File: config.mk
export PLATFORM = sky130hd
export DESIGN_NAME = mem_arbiter
export DESIGN_NICKNAME = d
export VERILOG_FILES = /design/src/rtl/mem_arb_pkg.sv /design/src/rtl/mem_arbiter_rr_pick.sv /design/src/rtl/mem_arbiter.sv
export SDC_FILE = /design/constraint.sdc
export NUM_CORES = 1
export LEC_CHECK = 0
export BUFFER_PORTS_ARGS = -buffer_cell sky130_fd_sc_hd__buf_2
export CORE_MARGIN = 8
export CORE_UTILIZATION = 35
export DETAILED_ROUTE_END_ITERATION = 10
export GPL_TIMING_DRIVEN = 1
export PLACE_DENSITY = 0.71
export SYNTH_ARGS = -nofsm -noshare
export SYNTH_HDL_FRONTEND = slang
export SYNTH_SLANG_ARGS = --single-unit
File: constraint.sdc
create_clock -name clk -period 4.1 [get_ports clk]
set_input_delay 0.205 -clock clk [delete_from_list [all_inputs] [get_ports clk]]
set_output_delay 0.205 -clock clk [all_outputs]
set_load 0.02 [all_outputs]
File: src/rtl/mem_arb_pkg.sv
// mem_arb_pkg
//   Shared definitions for the LSU-to-data-port round-robin arbiter:
//   FSM state encoding, the error read-data pattern returned on a watchdog
//   expiry, and width helpers used by the arbiter and its picker.
package mem_arb_pkg;

  typedef enum logic [1:0] {
    IDLE = 2'd0,
    BUSY = 2'd1,
    RESP = 2'd2
  } arb_state_e;

  localparam logic [31:0] MEM_ARB_ERR_DATA = 32'hDEAD_BEEF;

  localparam int MEM_ARB_WDOG_MIN_W = 8;
  localparam int MEM_ARB_WDOG_MAX_W = 16;

  // Index width for a vector of n requesters (never below 1 bit).
  function automatic int idx_width(input int n);
    return (n > 1) ? $clog2(n) : 1;
  endfunction

  // Watchdog counter width: enough to hold limit-1, clamped to 8..16 bits.
  function automatic int wdog_width(input int limit);
    int w;
    w = $clog2(limit);
    if (w < MEM_ARB_WDOG_MIN_W) w = MEM_ARB_WDOG_MIN_W;
    if (w > MEM_ARB_WDOG_MAX_W) w = MEM_ARB_WDOG_MAX_W;
    return w;
  endfunction

endpackage

File: src/rtl/mem_arbiter_rr_pick.sv
// rr_pick
//   Combinational round-robin priority select. Searches req upward starting
//   at rr_ptr, wrapping at N, and reports the first set bit.
//   Ports:
//     req     in  N    request vector
//     rr_ptr  in  IDW  index with highest priority this round
//     any_req out 1    at least one request is set
//     winner  out IDW  index of the selected requester (0 when none)
module rr_pick
  import mem_arb_pkg::*;
#(
  parameter int N   = 2,
  parameter int IDW = idx_width(N)
) (
  input  logic [N-1:0]   req,
  input  logic [IDW-1:0] rr_ptr,
  output logic           any_req,
  output logic [IDW-1:0] winner
);

  always_comb begin
    logic [IDW:0]   sum;
    logic [IDW-1:0] idx;
    sum     = '0;
    idx     = '0;
    any_req = 1'b0;
    winner  = '0;
    for (int i = 0; i < N; i++) begin
      // One extra bit so ptr+offset can exceed N before the wrap subtract.
      sum = {1'b0, rr_ptr} + (IDW+1)'(i);
      if (sum >= (IDW+1)'(N)) sum = sum - (IDW+1)'(N);
      idx = sum[IDW-1:0];
      if (!any_req && req[idx]) begin
        any_req = 1'b1;
        winner  = idx;
      end
    end
  end

endmodule

File: src/rtl/mem_arbiter.sv
// mem_arbiter
//   Round-robin arbiter sharing the single DMEM/MMIO slave port between
//   NUM_MASTERS core LSUs. The winning request is registered onto the slave
//   port and held until s_ready; read data and a one-cycle m_ready pulse are
//   then returned to the winner.
//   Optional build macro: MEM_ARB_TIMEOUT_EN enables a BUSY watchdog that
//   completes a stuck access with m_err=1 and MEM_ARB_ERR_DATA after
//   TIMEOUT_CYCLES cycles. Without it m_err is constant 0.
//   Ports:
//     clk, rst_n                          clock, async active-low reset
//     m_req/m_we [NM]                     per-master request / write flag
//     m_addr/m_wdata/m_be (packed)        per-master address/data/byte enables
//     m_ready [NM]                        one-hot completion pulse
//     m_rdata, m_err                      shared read data, access error
//     s_req/s_we/s_addr/s_wdata/s_be      slave request port
//     s_rdata, s_ready                    slave response
//     grant_id                            current or last granted master
//     busy                                FSM is not IDLE
//
//   state | meaning
//   IDLE  | arbitrate among m_req, register winner onto slave port
//   BUSY  | slave port held stable, waiting for s_ready (or watchdog)
//   RESP  | m_ready/m_rdata presented for one cycle, no arbitration
module mem_arbiter
  import mem_arb_pkg::*;
#(
  parameter int NUM_MASTERS    = 2,
  parameter int ADDR_WIDTH     = 32,
  parameter int DATA_WIDTH     = 32,
  parameter int TIMEOUT_CYCLES = 256
) (
  input  logic                                 clk,
  input  logic                                 rst_n,
  input  logic [NUM_MASTERS-1:0]               m_req,
  input  logic [NUM_MASTERS-1:0]               m_we,
  input  logic [NUM_MASTERS*ADDR_WIDTH-1:0]    m_addr,
  input  logic [NUM_MASTERS*DATA_WIDTH-1:0]    m_wdata,
  input  logic [NUM_MASTERS*DATA_WIDTH/8-1:0]  m_be,
  output logic [NUM_MASTERS-1:0]               m_ready,
  output logic [DATA_WIDTH-1:0]                m_rdata,
  output logic                                 m_err,
  output logic                                 s_req,
  output logic                                 s_we,
  output logic [ADDR_WIDTH-1:0]                s_addr,
  output logic [DATA_WIDTH-1:0]                s_wdata,
  output logic [DATA_WIDTH/8-1:0]              s_be,
  input  logic [DATA_WIDTH-1:0]                s_rdata,
  input  logic                                 s_ready,
  output logic [idx_width(NUM_MASTERS)-1:0]    grant_id,
  output logic                                 busy
);

  localparam int IDW = idx_width(NUM_MASTERS);
  localparam int BW  = DATA_WIDTH / 8;

  if (NUM_MASTERS < 2 || NUM_MASTERS > 8) begin : g_bad_nm
    $error("mem_arbiter: NUM_MASTERS must be 2..8");
  end
  if (TIMEOUT_CYCLES < 2) begin : g_bad_to
    $error("mem_arbiter: TIMEOUT_CYCLES must be at least 2");
  end

  logic [ADDR_WIDTH-1:0] addr_a  [NUM_MASTERS];
  logic [DATA_WIDTH-1:0] wdata_a [NUM_MASTERS];
  logic [BW-1:0]         be_a    [NUM_MASTERS];

  for (genvar g = 0; g < NUM_MASTERS; g++) begin : g_unpack
    assign addr_a[g]  = m_addr[g*ADDR_WIDTH +: ADDR_WIDTH];
    assign wdata_a[g] = m_wdata[g*DATA_WIDTH +: DATA_WIDTH];
    assign be_a[g]    = m_be[g*BW +: BW];
  end

  arb_state_e             state_q, state_d;
  logic [IDW-1:0]         rr_ptr_q, rr_ptr_d;
  logic [IDW-1:0]         grant_id_q, grant_id_d;
  logic                   s_req_q, s_req_d;
  logic                   s_we_q, s_we_d;
  logic [ADDR_WIDTH-1:0]  s_addr_q, s_addr_d;
  logic [DATA_WIDTH-1:0]  s_wdata_q, s_wdata_d;
  logic [BW-1:0]          s_be_q, s_be_d;
  logic [NUM_MASTERS-1:0] m_ready_q, m_ready_d;
  logic [DATA_WIDTH-1:0]  m_rdata_q, m_rdata_d;

  logic                   any_req;
  logic [IDW-1:0]         winner;
  logic [NUM_MASTERS-1:0] grant_onehot;
  logic [IDW-1:0]         rr_next;

  rr_pick #(
    .N   (NUM_MASTERS),
    .IDW (IDW)
  ) u_rr_pick (
    .req     (m_req),
    .rr_ptr  (rr_ptr_q),
    .any_req (any_req),
    .winner  (winner)
  );

  assign grant_onehot = {{(NUM_MASTERS-1){1'b0}}, 1'b1} << grant_id_q;
  assign rr_next      = (grant_id_q == IDW'(NUM_MASTERS-1)) ? '0 : grant_id_q + IDW'(1);

`ifdef MEM_ARB_TIMEOUT_EN
  localparam int WDW = wdog_width(TIMEOUT_CYCLES);
  // Down-counter loaded on BUSY entry; expiry when it has reached zero
  // and s_ready is still low, i.e. TIMEOUT_CYCLES cycles after s_req rose.
  localparam logic [WDW-1:0] WDOG_LOAD = WDW'(TIMEOUT_CYCLES - 1);
  logic [WDW-1:0] wdog_q, wdog_d;
  logic           m_err_q, m_err_d;
`endif

  always_comb begin
    state_d    = state_q;
    rr_ptr_d   = rr_ptr_q;
    grant_id_d = grant_id_q;
    s_req_d    = s_req_q;
    s_we_d     = s_we_q;
    s_addr_d   = s_addr_q;
    s_wdata_d  = s_wdata_q;
    s_be_d     = s_be_q;
    m_ready_d  = '0;
    m_rdata_d  = m_rdata_q;
`ifdef MEM_ARB_TIMEOUT_EN
    wdog_d     = wdog_q;
    m_err_d    = 1'b0;
`endif
    unique case (state_q)
      IDLE: begin
        if (any_req) begin
          grant_id_d = winner;
          s_req_d    = 1'b1;
          s_we_d     = m_we[winner];
          s_addr_d   = addr_a[winner];
          s_wdata_d  = wdata_a[winner];
          s_be_d     = be_a[winner];
          state_d    = BUSY;
`ifdef MEM_ARB_TIMEOUT_EN
          wdog_d     = WDOG_LOAD;
`endif
        end
      end
      BUSY: begin
        if (s_ready) begin
          s_req_d   = 1'b0;
          m_rdata_d = s_we_q ? '0 : s_rdata;
          m_ready_d = grant_onehot;
          rr_ptr_d  = rr_next;
          state_d   = RESP;
        end
`ifdef MEM_ARB_TIMEOUT_EN
        else if (wdog_q == '0) begin
          s_req_d   = 1'b0;
          m_rdata_d = DATA_WIDTH'(MEM_ARB_ERR_DATA);
          m_err_d   = 1'b1;
          m_ready_d = grant_onehot;
          rr_ptr_d  = rr_next;
          state_d   = RESP;
        end else begin
          wdog_d = wdog_q - WDW'(1);
        end
`endif
      end
      RESP: begin
        state_d = IDLE;
      end
      default: begin
        state_d = IDLE;
      end
    endcase
  end

  always_ff @(posedge clk or negedge rst_n) begin
    if (!rst_n) begin
      state_q    <= IDLE;
      rr_ptr_q   <= '0;
      grant_id_q <= '0;
      s_req_q    <= 1'b0;
      s_we_q     <= 1'b0;
      s_addr_q   <= '0;
      s_wdata_q  <= '0;
      s_be_q     <= '0;
      m_ready_q  <= '0;
      m_rdata_q  <= '0;
    end else begin
      state_q    <= state_d;
      rr_ptr_q   <= rr_ptr_d;
      grant_id_q <= grant_id_d;
      s_req_q    <= s_req_d;
      s_we_q     <= s_we_d;
      s_addr_q   <= s_addr_d;
      s_wdata_q  <= s_wdata_d;
      s_be_q     <= s_be_d;
      m_ready_q  <= m_ready_d;
      m_rdata_q  <= m_rdata_d;
    end
  end

`ifdef MEM_ARB_TIMEOUT_EN
  always_ff @(posedge clk or negedge rst_n) begin
    if (!rst_n) begin
      wdog_q  <= '0;
      m_err_q <= 1'b0;
    end else begin
      wdog_q  <= wdog_d;
      m_err_q <= m_err_d;
    end
  end
  assign m_err = m_err_q;
`else
  assign m_err = 1'b0;
`endif

  assign s_req    = s_req_q;
  assign s_we     = s_we_q;
  assign s_addr   = s_addr_q;
  assign s_wdata  = s_wdata_q;
  assign s_be     = s_be_q;
  assign m_ready  = m_ready_q;
  assign m_rdata  = m_rdata_q;
  assign grant_id = grant_id_q;
  assign busy     = (state_q != IDLE);

endmodule

# Word-level counts from Yosys, hierarchy flattened
# Cells that the tools add are included.
[word_totals] elab_cells=65 inputBits=175 reg_bits=108 out_inout_bits=107
[classes] order_cmp=6 n_bitwise=1 mux=31 n_addsub=4 shift=1 reduce_logical=9 eq_ne=3
[ops] op="$mux 32" count=7
[ops] op="$mux 1" count=15
[ops] op="$mux 4" count=3
[ops] op="$mux 2" count=4
[ops] op="$lt 1x2->1 const B" count=3
[ops] op="$reduce_and 2->1" count=3
[ops] op="$ge 2x2->1 const B" count=2
[ops] op="$ne 2x2->1 const B" count=2
[ops] op="$pmux 2 s2" count=1
[ops] op="$reduce_bool 2->1" count=2
[ops] op="$reduce_and 3->1" count=1
[ops] op="$add 1x1->2 const B" count=1
[ops] op="$eq 2x1->1 const B" count=1
[ops] op="$ge 1x2->1 const B" count=1
[ops] op="$logic_not 2->1" count=1
[ops] op="$not 1->2" count=1
[ops] op="$pmux 1 s2" count=1
[ops] op="$shl 1x1->2 const A" count=1
[ops] op="$sub 1x1->1 const B" count=2
[ops] op="$add 1x1->1 const B" count=1
[ops] op="$logic_and 1x1->1" count=1
[ops] op="$logic_not 1->1" count=1

# Longest topological paths before layout
[depth] depth_word=12 mapped_depth=7 depth_no_buf=4

# Hierarchy
# From an unflattened synthesis, not the netlist that was laid out.
[hier_totals] hier_cells=351 hier_area_um2=5715.5
[modules_own_cells] mod="mem_arbiter" area_per_inst_um2=5698.0 cells_per_inst=348 n_inst=1 seq_area_each_um2=2702.6
[modules_own_cells] mod="rr_pick" area_per_inst_um2=17.5 cells_per_inst=3 n_inst=1 seq_area_each_um2=0.0

# Worst setup path before layout
# No wires, ideal clock.
[synth_path] path_type="register -> register" startpoint="register state_q[1]" endpoint="register grant_id_q, in the netlist grant_id" arrival_ns=1.194 path_slack_ns=2.773 required_time_ns=3.967 period_less_slack_ns=1.327 stages_incl_launch_ff=6 n_path_buf=2 setup_ns=0.133 path_cell_list="dfrtp_1 > nor2_1 > and2_4 > buf_6 > buf_6 > o32ai_1"
[synth_between] elab_chain_len=2
[synth_lines] item="start: declaration" line_no="mem_arbiter.sv:73" text="arb_state_e state_q, state_d;"
[synth_lines] item="start signal: assignment" line_no="mem_arbiter.sv:184" text="state_q <= state_d;"
[synth_lines] item="$logic_not 2->1" line_no="mem_arbiter.sv:126" text="unique case (state_q)"
[synth_lines] item="$reduce_and 2->1 (no line)"
[synth_lines] item="end signal: assignment" line_no="mem_arbiter.sv:186" text="grant_id_q <= grant_id_d;"
[synth_lines] item="end: declaration" line_no="mem_arbiter.sv:75" text="logic [IDW-1:0] grant_id_q, grant_id_d;"
# No other way between the ends.
# A chain may end at the register's enable or synchronous reset.

# Worst setup path in the final report
[layout_path] startpoint="register state_q[1]" endpoint="output busy"
[layout_between] elab_chain_len=1
[layout_lines] item="$reduce_bool 2->1" line_no="mem_arbiter.sv:220" text="assign busy = (state_q != IDLE);"
[layout_lines] item="end: declaration" line_no="mem_arbiter.sv:50" text="output logic busy"
# No other way between the ends.

==> flow_summary.yaml <==
run_status:
  status: "finished clean"
yosys:
  synth_top_family_by_area: "compound AO/OA/AOI/OAI gates"
  netlist-cell-type-count: 19
  synth.yosys.seq_area_share_pct: 53.24
  netlist_instances: 565
  syn_area_mm2: 0.005076
  synth-compound-area-share_pct: 25.54
  synth_area_per_cell_um2: 8.984
  muxShareOfSynthArea_pct: 0
  synthSimpleGateAreaFrac_pct: 14.52
  yosysWarnings: 0
  synth_fa_ha_area_share_pct: 0
  syn-num-nets: 740
  synth_xor_area_share_pct: 0
  synth-seq-cells: 108
drt:
  antenna_left: 0
  vias: 5304
  drt-initial-drc-count: 342
  wl_per_cell_um: 18.88
  routed_via_density: 5.368
  drtPass1Iterations: 5
  wirelength_mm: 18.65
  drc: 0
sta:
  max_freq_ghz: 0.3964
  period_minus_slack_ns: 2.523
  setup_ws_ns: 1.578
  whs_ns: 0.01378
  worst_slew_pin_slew_ns: 1.076
  finalHoldViolations: 0
  rsz0062_at_grt: "false"
  maxSlewViolCount: 0
  worst_clock_skew_ns: 0.006343
  timing.final.crit_share_pct: 61.52
  fin_tns_setup_ns: 0
  setup_violations: 0
  max_slew_margin_pct: 28.15
clock_network:
  hold_buffers: 0
  clock_sinks: 108
  cts_made_buffers: 9
  root_buffer: "clkbuf_16"
  path_clk_slew_ns: 0.08
  htree_levels: 3
  ctsResizeCount: 0
  clk_latency_ns: 0.34
  cts_tree: "done"
  cts_max_path_buffers: 2
  postCtsSetupRepairBufs: 0
setup_path:
  worstPathRequired_ns: 3.89
  max_stage_delay_ns: 0.71
  cp_cell_sequence: "nor2_4 -> buf_4 -> inv_1 -> buf_2"
  worstSetupEndpointType: "primary output"
  crit_arrival_ns: 2.32
  cpMaxStageDelayCell: "nor2_4"
  critPathMaxFanout: 38
  crit_type: "register to primary output"
  cp-start-kind: "register"
die:
  start_util_pct: 35.33
  die-height_um: 136.4
  io_pins: 282
  die-width_um: 136.4
  core_mm2: 0.01437
  rows: 44
  die_area_mm2: 0.01861
power_and_ir_drop:
  ir_drop_v: 0.0003000
  p_total_mw: 5.366
  power_density_mw_per_mm2: 792.8
  p_int_mw: 2.914
  p_leak_nw: 3.197
  p_switching_mw: 2.451
  combPwrFrac_pct: 47.5
  switching_share_pct: 45.69
  clkPwrFrac_pct: 16.9
  seq_power_share_pct: 35.5
placed_design:
  dpl_cell_area_mm2: 0.006459
  place_hpwl_mm: 12.64
  dp_slack_ns: 1.772
  globalplace.congestion: 0.7683
  dp_cells: 972
  portBuffers: 280
layout:
  final_cell_mix: "279 x buf_2, 108 x dfrtp_1, 102 x o21ai_0"
  instances_no_fill: 988
  layout_commonest_cell: "buf_2"
  layout-drive-gt1-share_pct: 38.43
  nets: 974
  antenna_cells: 0
  syn2layout_area_growth_pct: 33.33
  fin_util_pct: 47.10
  postLayoutCellArea_mm2: 0.006768
grt:
  grtUsageTotal_pct: 19.58
  grt_overflow: 0
  grt_max_degree: 76
  antenna_found_initial: 0
  grt_first_pass_wirelength_mm: 28.81
  grt_pass1_vias: 5437
hold_path:
  hold_class: "input pin to async pin"
flow_run:
  cap_violations: 0
## layout make-up
type | instances | area (um^2)
inverter | 4 | 15.01
sequential | 108 | 2703
clock inverter | 7 | 83.83
timing repair buffer | 287 | 1456
tap | 184 | 230.2
multi-input combinational | 389 | 2054
fill | 1428 | 7601
clock buffer | 9 | 225.2
## worst max-delay path: cells and delay by family, from the launching register on
family,cells,cell delay (ns)
buffers and inverters,3,0.84
and+or+nand+nor,1,0.71
DFF,1,0.41
## sequential cells by signal, indices dropped and copies added, names as in the netlist
signal and cells:
s_wdata 32, m_rdata 32, s_be 4, state_q 2
s_we 1, s_req 1, rr_ptr_q 1, s_addr 32
grant_id 1, m_ready 2
## final timing paths
kind,depth (start not counted),end,from,slack [ns]
setup / recovery,4,busy,state_q[1],1.58
hold / removal,1,s_wdata[27],rst_n,0.01
setup reg to reg,3,grant_id,state_q[1],1.74
hold reg to reg,1,m_ready[0],grant_id,0.48
max in group asynchronous,2,s_addr[1],rst_n,3.07
min in group clk,2,state_q[0],s_ready,0.09
## power by group through the flow
stage	clock [mW]	sequential [mW]	combinational, mW
2_1_floorplan	0	2.51	1.06
3_3_place_gp	0	1.90	2.55
3_5_place_dp	0	1.92	2.59
4_1_cts	0.934	1.91	2.58
5_1_grt	0.982	1.99	2.79
6_report	0.909	1.91	2.55
## layer usage
metal / share of wire [%] / track usage, %
met5: 0 / 0
met1: 42 / 24.78
met4: 1.2 / 5.735
met2: 48 / 32.33
met3: 8.3 / 4.915
## cell families after synthesis
family | after synthesis
buffers and inverters | 68
and+or+nand+nor | 147
other | 1
AOI/OAI and AO/OA | 241
DFF | 108
## synth_stat cells
| cell | n | share of area, % |
|---|---|---|
| nand2_1 | 35 | 2.6 |
| and2_4 | 1 | 0.17 |
| nand3_1 | 69 | 6.8 |
| o32ai_1 | 1 | 0.17 |
| clkbuf_1 | 51 | 3.8 |
| a31oi_1 | 69 | 8.5 |
| buf_2 | 2 | 0.20 |
| nor2_1 | 5 | 0.37 |
| buf_4 | 1 | 0.15 |
| a21oi_1 | 69 | 6.8 |
| nand3b_1 | 1 | 0.15 |
| conb_1 | 1 | 0.074 |
| or2_1 | 1 | 0.12 |
| nor2b_1 | 1 | 0.12 |
| dfrtp_1 | 108 | 53 |
| o21ai_0 | 102 | 10 |
| inv_1 | 4 | 0.30 |
| buf_6 | 10 | 2.2 |
| nand2b_1 | 34 | 4.2 |
Note: power is estimated with default switching activity, not from simulation.
